--- src/rtl/rom_reader_pkg.sv ---
// rom_reader_pkg: shared types and constants for the ROM burst reader slice.
//   state_t      - burst controller states
//   *_DEF        - default widths used by the top level
//   ROM_LATENCY  - cycles from rom_cs to valid rom_dout
//   BUF_DEPTH    - entries in the output buffer (also the issue credit limit)
package rom_reader_pkg;

  localparam int unsigned ADDR_W_DEF  = 8;
  localparam int unsigned DATA_W_DEF  = 8;
  localparam int unsigned LEN_W_DEF   = 9;
  localparam int unsigned ROM_LATENCY = 1;
  localparam int unsigned BUF_DEPTH   = 2;

  typedef enum logic [1:0] {
    IDLE,
    READ,
    DRAIN
  } state_t;

endpackage

--- src/rtl/rom_reader_fifo2.sv ---
// rom_reader_fifo2: two-entry FIFO with simultaneous push/pop.
//   clk, rst   - clock, asynchronous active-high reset (flushes contents)
//   push       - write push_data at the tail
//   push_data  - byte to store
//   pop        - drop the head entry
//   head       - current head entry (0 after reset)
//   count      - number of stored entries (0..2)
module rom_reader_fifo2
  import rom_reader_pkg::*;
#(
  parameter int unsigned DATA_W = DATA_W_DEF
) (
  input  logic              clk,
  input  logic              rst,
  input  logic              push,
  input  logic [DATA_W-1:0] push_data,
  input  logic              pop,
  output logic [DATA_W-1:0] head,
  output logic [1:0]        count
);

  logic [DATA_W-1:0] mem [BUF_DEPTH];
  logic              wr_ptr;
  logic              rd_ptr;
  logic [1:0]        cnt;
  logic              pop_ok;
  logic              push_ok;

  // Guard against misuse: pops on empty and pushes on a full buffer without a
  // matching pop are dropped.
  assign pop_ok  = pop & (cnt != 2'd0);
  assign push_ok = push & ((cnt != 2'd2) | pop_ok);

  always_ff @(posedge clk or posedge rst) begin
    if (rst) begin
      for (int unsigned i = 0; i < BUF_DEPTH; i++) begin
        mem[i] <= '0;
      end
      wr_ptr <= 1'b0;
      rd_ptr <= 1'b0;
      cnt    <= '0;
    end else begin
      if (push_ok) begin
        mem[wr_ptr] <= push_data;
        wr_ptr      <= ~wr_ptr;
      end
      if (pop_ok) begin
        rd_ptr <= ~rd_ptr;
      end
      case ({push_ok, pop_ok})
        2'b10:   cnt <= cnt + 2'd1;
        2'b01:   cnt <= cnt - 2'd1;
        default: cnt <= cnt;
      endcase
    end
  end

  assign head  = mem[rd_ptr];
  assign count = cnt;

endmodule

--- src/rtl/rom_burst_reader.sv ---
// rom_burst_reader: burst read front end for a synchronous 1-cycle-latency ROM.
//   clk, rst        - clock, asynchronous active-high reset
//   start           - command strobe, sampled only while busy=0
//   start_addr      - first ROM address of the burst
//   length          - bytes to deliver (0 gives an immediate done)
//   busy            - burst in progress
//   done            - one-cycle completion pulse
//   rom_cs/rom_addr - ROM macro read strobe and address
//   rom_dout        - ROM read data, valid the cycle after rom_cs
//   out_valid/out_ready/out_data - byte output stream
module rom_burst_reader
  import rom_reader_pkg::*;
#(
  parameter int unsigned ADDR_W = ADDR_W_DEF,
  parameter int unsigned DATA_W = DATA_W_DEF,
  parameter int unsigned LEN_W  = LEN_W_DEF
) (
  input  logic              clk,
  input  logic              rst,
  input  logic              start,
  input  logic [ADDR_W-1:0] start_addr,
  input  logic [LEN_W-1:0]  length,
  output logic              busy,
  output logic              done,
  output logic              rom_cs,
  output logic [ADDR_W-1:0] rom_addr,
  input  logic [DATA_W-1:0] rom_dout,
  output logic              out_valid,
  input  logic              out_ready,
  output logic [DATA_W-1:0] out_data
);

  localparam logic [2:0] CREDIT = 3'(BUF_DEPTH);

  state_t            state;
  state_t            state_nxt;
  logic [ADDR_W-1:0] addr_cnt;
  logic [ADDR_W-1:0] last_addr;
  logic [LEN_W-1:0]  issue_rem;
  logic [LEN_W-1:0]  deliver_rem;
  logic              in_flight;
  logic              done_q;
  logic [1:0]        fifo_count;
  logic [DATA_W-1:0] fifo_head;
  logic              pop;
  logic              issue;
  logic              accept;
  logic              accept_zero;
  logic              last_pop;
  logic [2:0]        committed;

  assign out_valid = (fifo_count != 2'd0);
  assign pop       = out_valid & out_ready;

  // Slots already spoken for at the end of this cycle. A pop in this cycle
  // frees its slot in time for a read issued now, which is what allows one
  // byte per cycle with only two entries.
  assign committed = {1'b0, fifo_count} + {2'b00, in_flight} - {2'b00, pop};

  always_ff @(posedge clk or posedge rst) begin
    if (rst) begin
      state <= IDLE;
    end else begin
      state <= state_nxt;
    end
  end

  always_comb begin
    state_nxt   = state;
    issue       = 1'b0;
    accept      = 1'b0;
    accept_zero = 1'b0;
    last_pop    = 1'b0;
    case (state)
      IDLE: begin
        if (start) begin
          accept = 1'b1;
          if (length == '0) begin
            accept_zero = 1'b1;
          end else begin
            state_nxt = READ;
          end
        end
      end
      READ: begin
        if (committed < CREDIT) begin
          issue = 1'b1;
          if (issue_rem == LEN_W'(1)) begin
            state_nxt = DRAIN;
          end
        end
      end
      DRAIN: begin
        if (pop && (deliver_rem == LEN_W'(1))) begin
          last_pop  = 1'b1;
          state_nxt = IDLE;
        end
      end
      default: state_nxt = IDLE;
    endcase
  end

  always_ff @(posedge clk or posedge rst) begin
    if (rst) begin
      addr_cnt    <= '0;
      last_addr   <= '0;
      issue_rem   <= '0;
      deliver_rem <= '0;
      in_flight   <= 1'b0;
      done_q      <= 1'b0;
    end else begin
      if (accept) begin
        addr_cnt    <= start_addr;
        issue_rem   <= length;
        deliver_rem <= length;
      end else begin
        if (issue) begin
          addr_cnt  <= addr_cnt + ADDR_W'(1);
          issue_rem <= issue_rem - LEN_W'(1);
          last_addr <= addr_cnt;
        end
        if (pop) begin
          deliver_rem <= deliver_rem - LEN_W'(1);
        end
      end
      in_flight <= issue;
      done_q    <= accept_zero | last_pop;
    end
  end

  // The ROM data for a read issued last cycle is on rom_dout now and is
  // captured at this clock edge.
  rom_reader_fifo2 #(
    .DATA_W(DATA_W)
  ) u_fifo (
    .clk      (clk),
    .rst      (rst),
    .push     (in_flight),
    .push_data(rom_dout),
    .pop      (pop),
    .head     (fifo_head),
    .count    (fifo_count)
  );

  assign busy     = (state != IDLE);
  assign done     = done_q;
  assign rom_cs   = issue;
  assign rom_addr = issue ? addr_cnt : last_addr;
  assign out_data = fifo_head;

endmodule

--- config.mk ---
export PLATFORM = sky130hd
export DESIGN_NAME = rom_burst_reader
export DESIGN_NICKNAME = d
export VERILOG_FILES = /design/src/rtl/rom_reader_pkg.sv /design/src/rtl/rom_reader_fifo2.sv /design/src/rtl/rom_burst_reader.sv
export SDC_FILE = /design/constraint.sdc
export NUM_CORES = 1
export LEC_CHECK = 0
export CORE_MARGIN = 2
export CORE_UTILIZATION = 50
export DETAILED_ROUTE_END_ITERATION = 10
export PLACE_DENSITY = 0.83
export SETUP_SLACK_MARGIN = 0.5
export SLEW_MARGIN = 20
export SYNTH_ARGS = -nofsm -noshare
export SYNTH_HDL_FRONTEND = slang
export SYNTH_HIERARCHICAL = 1
export SYNTH_SLANG_ARGS = --single-unit
--- constraint.sdc ---
create_clock -name clk -period 10.3 [get_ports clk]
set_clock_uncertainty 0.15 [all_clocks]
set_input_delay 1.545 -clock clk [delete_from_list [all_inputs] [get_ports clk]]
set_output_delay 1.545 -clock clk [all_outputs]
set_load 0.05 [all_outputs]
* Word level (Yosys, flattened, before mapping) *
Cells that the tools add are included.

storage, ports and cells
  register bits = 58
  input port bits = 29
  output and inout bits = 20
  word-level logic and storage cells = 83

cells by class
  $add $sub $neg = 7
  $lt $le $gt $ge = 4
  eq/ne operators = 12
  mux-type cells = 29
  bitwise logic cells = 9
  reductions and logical operators = 10

operator list
  cell                                                 number
  two-way mux 8 bit                                    7
  two-way mux 9 bit                                    4
  equality test 9 x 1 -> 1 bit, second input constant  2
  subtractor 9 x 1 -> 9 bit, second input constant     2
  bitwise mux 16 bit                                   1
  != test 2 bit, second input constant                 6
  two-way mux 2 bit                                    5
  nonzero test 2 bit                                   5
  zero test 9 bit                                      1
  two-way mux 1 bit                                    9
  adder 8 x 1 -> 8 bit, second input constant          1
  demux 8 bit (select 1 bit)                           1
  one-hot mux 2 bit (3 select lines)                   1
  AND reduction 5 bit                                  1
  equality test 2 x 1 -> 1 bit, second input constant  2
  equality test 2 bit, second input constant           2
  >= comparator 2 bit, second input constant           2
  NOT 1 -> 2 bit                                       2
  one-hot mux 2 bit (2 select lines)                   1
  adder 2 x 1 -> 3 bit                                 1
  bitwise AND 1 bit                                    3
  < comparator 3 x 2 -> 1 bit, second input constant   1
  subtractor 3 x 1 -> 3 bit                            1
  adder 2 x 1 -> 2 bit, second input constant          1
  other kinds (6)                                      9

* Logic depth before layout (Yosys ltp) *
  word-level depth = 8
  mapped depth = 11
  gate-level depth less buffers = 10

* Cells and area by module *
Netlist, hierarchy kept.

by module, submodules not included
  module            instances  cells an instance  area each (um2)
  rom_burst_reader  1          236                2203.4
  rom_reader_fifo2  1          59                 893.4

* Least setup slack after synthesis *
OpenSTA, ideal clock, no wires.

  path kind = input -> output
  from = input out_ready
  to = output rom_addr[5]
  data arrival time = 4524 ps
  required time = 8605 ps
  slack = 4081 ps
  stages = 10
  buffers on the path = 2
  cell sequence = o21ai_4 inv_1 ha_1 nand2b_1 fa_1 and3b_1 nand2_4 buf_2 buf_4 o21ai_0

on the way
  word-level cells in the longest chain between the ends = 6

RTL lines
  element                      line                    text
  start, declared              rom_burst_reader.sv:29  input logic out_ready,
  bitwise AND 1 bit            rom_burst_reader.sv:53  assign pop = out_valid & out_ready;
  net pop                      rom_burst_reader.sv:45  logic pop;
  subtractor 3 x 1 -> 3 bit    rom_burst_reader.sv:58  assign committed = {1'b0, fifo_count} + {2'b00, in_flight} - {2'b00, pop};
  < comparator 3 x 2 -> 1 bit  rom_burst_reader.sv:86  if (committed < CREDIT) begin
  two-way mux 1 bit            rom_burst_reader.sv:86
  two-way mux 1 bit            rom_burst_reader.sv:74  case (state)
  two-way mux 8 bit            n/a
  end, declared                rom_burst_reader.sv:26  output logic [ADDR_W-1:0] rom_addr,

The timed path passes the listed nets, and every way through them passes these cells.

* Worst setup path in the final report *
  from = input out_ready
  to = output rom_addr[0]

The elaborated chain is that of the path after synthesis.

==> flow_summary.ini <==
[finish]
n_antenna_cell = 0
fillers = 472
multi_input_area_sq_mm = 0.00153
layout-drive-gt1-share_pct = 18.1
fin_nets = 382
register_area_sq_mm = 0.00145
syn2layout_area_growth_pct = 24.1
instances_no_fill = 424
mostFrequentLayoutCells = dfrtp_1 (58), clkdlybuf4s50_1 (48), nand2_1 (45)
layout_commonest_cell = dfrtp_1

[timing]
tns_ns = 0
slew_violations = 0
fmax_mhz = 146
timing.slew.headroom_pct = 49.1
setup_violations = 0
rsz0062_at_grt = false
min_period_ns = 6.86
worst_pin_slew_ns = 0.756
hold_viol = 0
period_share_pct = 66.6

[worst_setup_path]
worstSetupStartpointType = input port
cp_slowest_cell = clkdlybuf4s50_1
crit_arrival_ns = 5.16
cpPeakStageDelay_ns = 0.79
cp_max_fo = 27
worstPathRequired_ns = 8.61
crit_path_end_kind = output pin
path_cells = clkdlybuf4s50_1 -> o21ai_4 -> inv_1 -> ha_1 -> nand2b_1 -> fa_1 -> and3b_1 -> nand2_4 -> inv_2 -> nand2_1 -> nand2_1 -> clkdlybuf4s50_1
critPathKind = input port to output pin

[placement]
place.gp.congestion = 0.805
io_buffers = 48
placed_cells = 409
dp_hpwl_microns = 4560

[logic_synthesis]
synth_top_area_share_pct = 46.9
synthCells = 295
syn-cell-area_sq_mm = 0.00310
yosysWarnings = 6
synth_cell_type_count = 59
syn_avg_cell_area_sq_um = 10.5
synthFlopType = dfrtp_1
synth_async_sr_flop_share_pct = 100
yosys.area.top_type = dfrtp_1
synth_edf_count = 0
synth_area_leaders = dfrtp_1 (47%), mux2_2 (8.7%), nand2_1 (5.5%)
ys_seq_elements = 58
synth_seq_area_share_pct = 46.9
syn_nets = 332

[flow_run]
maxCapViolCount = 0

[grt]
grt_usage_pct = 22.6
grt_pass1_vias = 2433
grt_pass1_wl_microns = 11400
grt_max_degree = 39
antenna_found_initial = 0
grt_overflow = 0

[detailed_routing]
drc = 0
antenna_left = 0
wl_per_cell_microns = 15.6
wl_microns = 6620
num_vias = 2395
drtPass1Iterations = 4
initialDrtViolationCount = 119
vias_per_cell = 5.65

[die]
die-width_microns = 82.7
die_y_microns = 82.7
core.rowCount = 28
coreArea_sq_mm = 0.00596
die_area_sq_mm = 0.00684
start_util_pct = 52.0
ios = 49

[clocking]
cts_tree = built
hold_buffers = 0
clock-sinks = 58
post_cts_buffers = 0
ctsLongestPathBuffers = 2
clk_latency_ns = 0.34
post_cts_resized = 0
path_clk_slew_ns = 0.06
clk_root_buffer_cell = clkbuf_8
cts_buffers = 9
h-tree-depth = 3

[status]
status = finished, final reports clean

[min_path]
hold_path.class = flop to flop

[power_and_ir_drop]
ir_drop_mv = 0.360
leakage_nw = 1.66
cellPowerDensity_mw_per_mm2 = 384
-- worst paths after layout --
check                      slack [ns]  cells past startpoint            end            start
setup / recovery                 3.44                     12    rom_addr[0]        out_ready
hold / removal                   0.32                      2   last_addr[2]     last_addr[2]
setup reg to reg                 6.70                     10   issue_rem[1]  u_fifo/count[1]
hold reg to reg                  0.32                      2   last_addr[2]     last_addr[2]
max in group asynchronous        8.03                      2  u_fifo/rd_ptr              rst
min in group asynchronous        1.50                      3    addr_cnt[3]              rst
-- critical path: cells and delay by family --
kind	cells	cell delay (ns)
AOI/OAI and AO/OA	1	0.15
adders and majority gates	2	0.83
buffers and inverters	4	1.76
and+or+nand+nor	5	0.86
-- Yosys cell counts (2+ instances only) --
| master | n |
|---|---|
| a21boi_0 | 4 |
| a21o_1 | 4 |
| a21oi_1 | 6 |
| a221o_1 | 6 |
| and3_1 | 2 |
| buf_2 | 3 |
| buf_4 | 3 |
| buf_6 | 2 |
| clkbuf_1 | 3 |
| dfrtp_1 | 58 |
| ha_1 | 7 |
| inv_1 | 12 |
| mux2_2 | 24 |
| nand2_1 | 45 |
| nand2b_1 | 3 |
| nand3_1 | 9 |
| nand3b_1 | 4 |
| nand4_1 | 3 |
| nor2_1 | 14 |
| nor3_1 | 5 |
| nor3b_1 | 3 |
| nor4_1 | 5 |
| o211ai_1 | 4 |
| o21ai_0 | 9 |
| o21ai_1 | 6 |
| o21ai_2 | 2 |
| or2_2 | 4 |
| xnor2_1 | 11 |
| xor2_1 | 4 |
-- power breakdown --
part | internal, mW | total (mW) | switching [mW]
combinational | 0.325 | 0.818 | 0.493
sequential | 0.329 | 0.427 | 0.0980
clock | 0.144 | 0.231 | 0.0870
-- flip-flops by register name (all words and copies together) (netlist names) --
name           flops
deliver_rem        9
state              2
u_fifo/rd_ptr      1
u_fifo/count       2
addr_cnt           8
in_flight          1
last_addr          8
done               1
u_fifo/wr_ptr      1
u_fifo/mem        16
issue_rem          9
-- routing by layer --
metal	vias to the layer above	track usage, %	routed length (microns)
met5	-	0	0
met4	0	10.0	112
met3	13	5.00	354
met2	72	35.2	3170
met1	1169	30.2	2980
li1	1141	-	-
-- cell type report --
| class | instances | share of cell area [%] |
|---|---|---|
| Clock inverter | 1 | 0.782 |
| Multi-Input combinational cell | 213 | 39.8 |
| Inverter | 13 | 1.27 |
| Clock buffer | 14 | 5.01 |
| Sequential cell | 58 | 37.8 |
| Tap cell | 75 | 2.44 |
| Timing Repair Buffer | 50 | 12.9 |
-- kinds of logic (layout without fill, tap and decap cells) --
logic type               after synthesis  count (layout)  synth area share, %
buffers and inverters                 24              78                 3.88
multiplexers                          24              24                 8.73
adder cells (fa/ha/maj)                8               8                 3.47
flip-flops                            58              58                 46.9
AND/OR/NAND/NOR                      115             115                 20.7
XOR/XNOR                              16              16                 4.77
AO/OA/AOI/OAI                         50              50                 11.6
-- through the flow --
step / util, % / setup WS (ns) / hold slack [ns] / total power [mW] / cell area (sq um)
after global routing: 64.5 / 3.17 / 0.348 / 1.58 / 3840
final: 64.5 / 3.44 / 0.324 / 1.48 / 3840
after detailed placement: 60.8 / 3.46 / 0.307 / 1.24 / 3620
after floorplan: - / 4.08 / 0.289 / 1.05 / 3100
after CTS: 64.5 / 3.45 / 0.322 / 1.48 / 3840
after global placement: 60.8 / 3.54 / 0.301 / 1.22 / 3620
No activity file was read; power rests on OpenSTA's default activity.
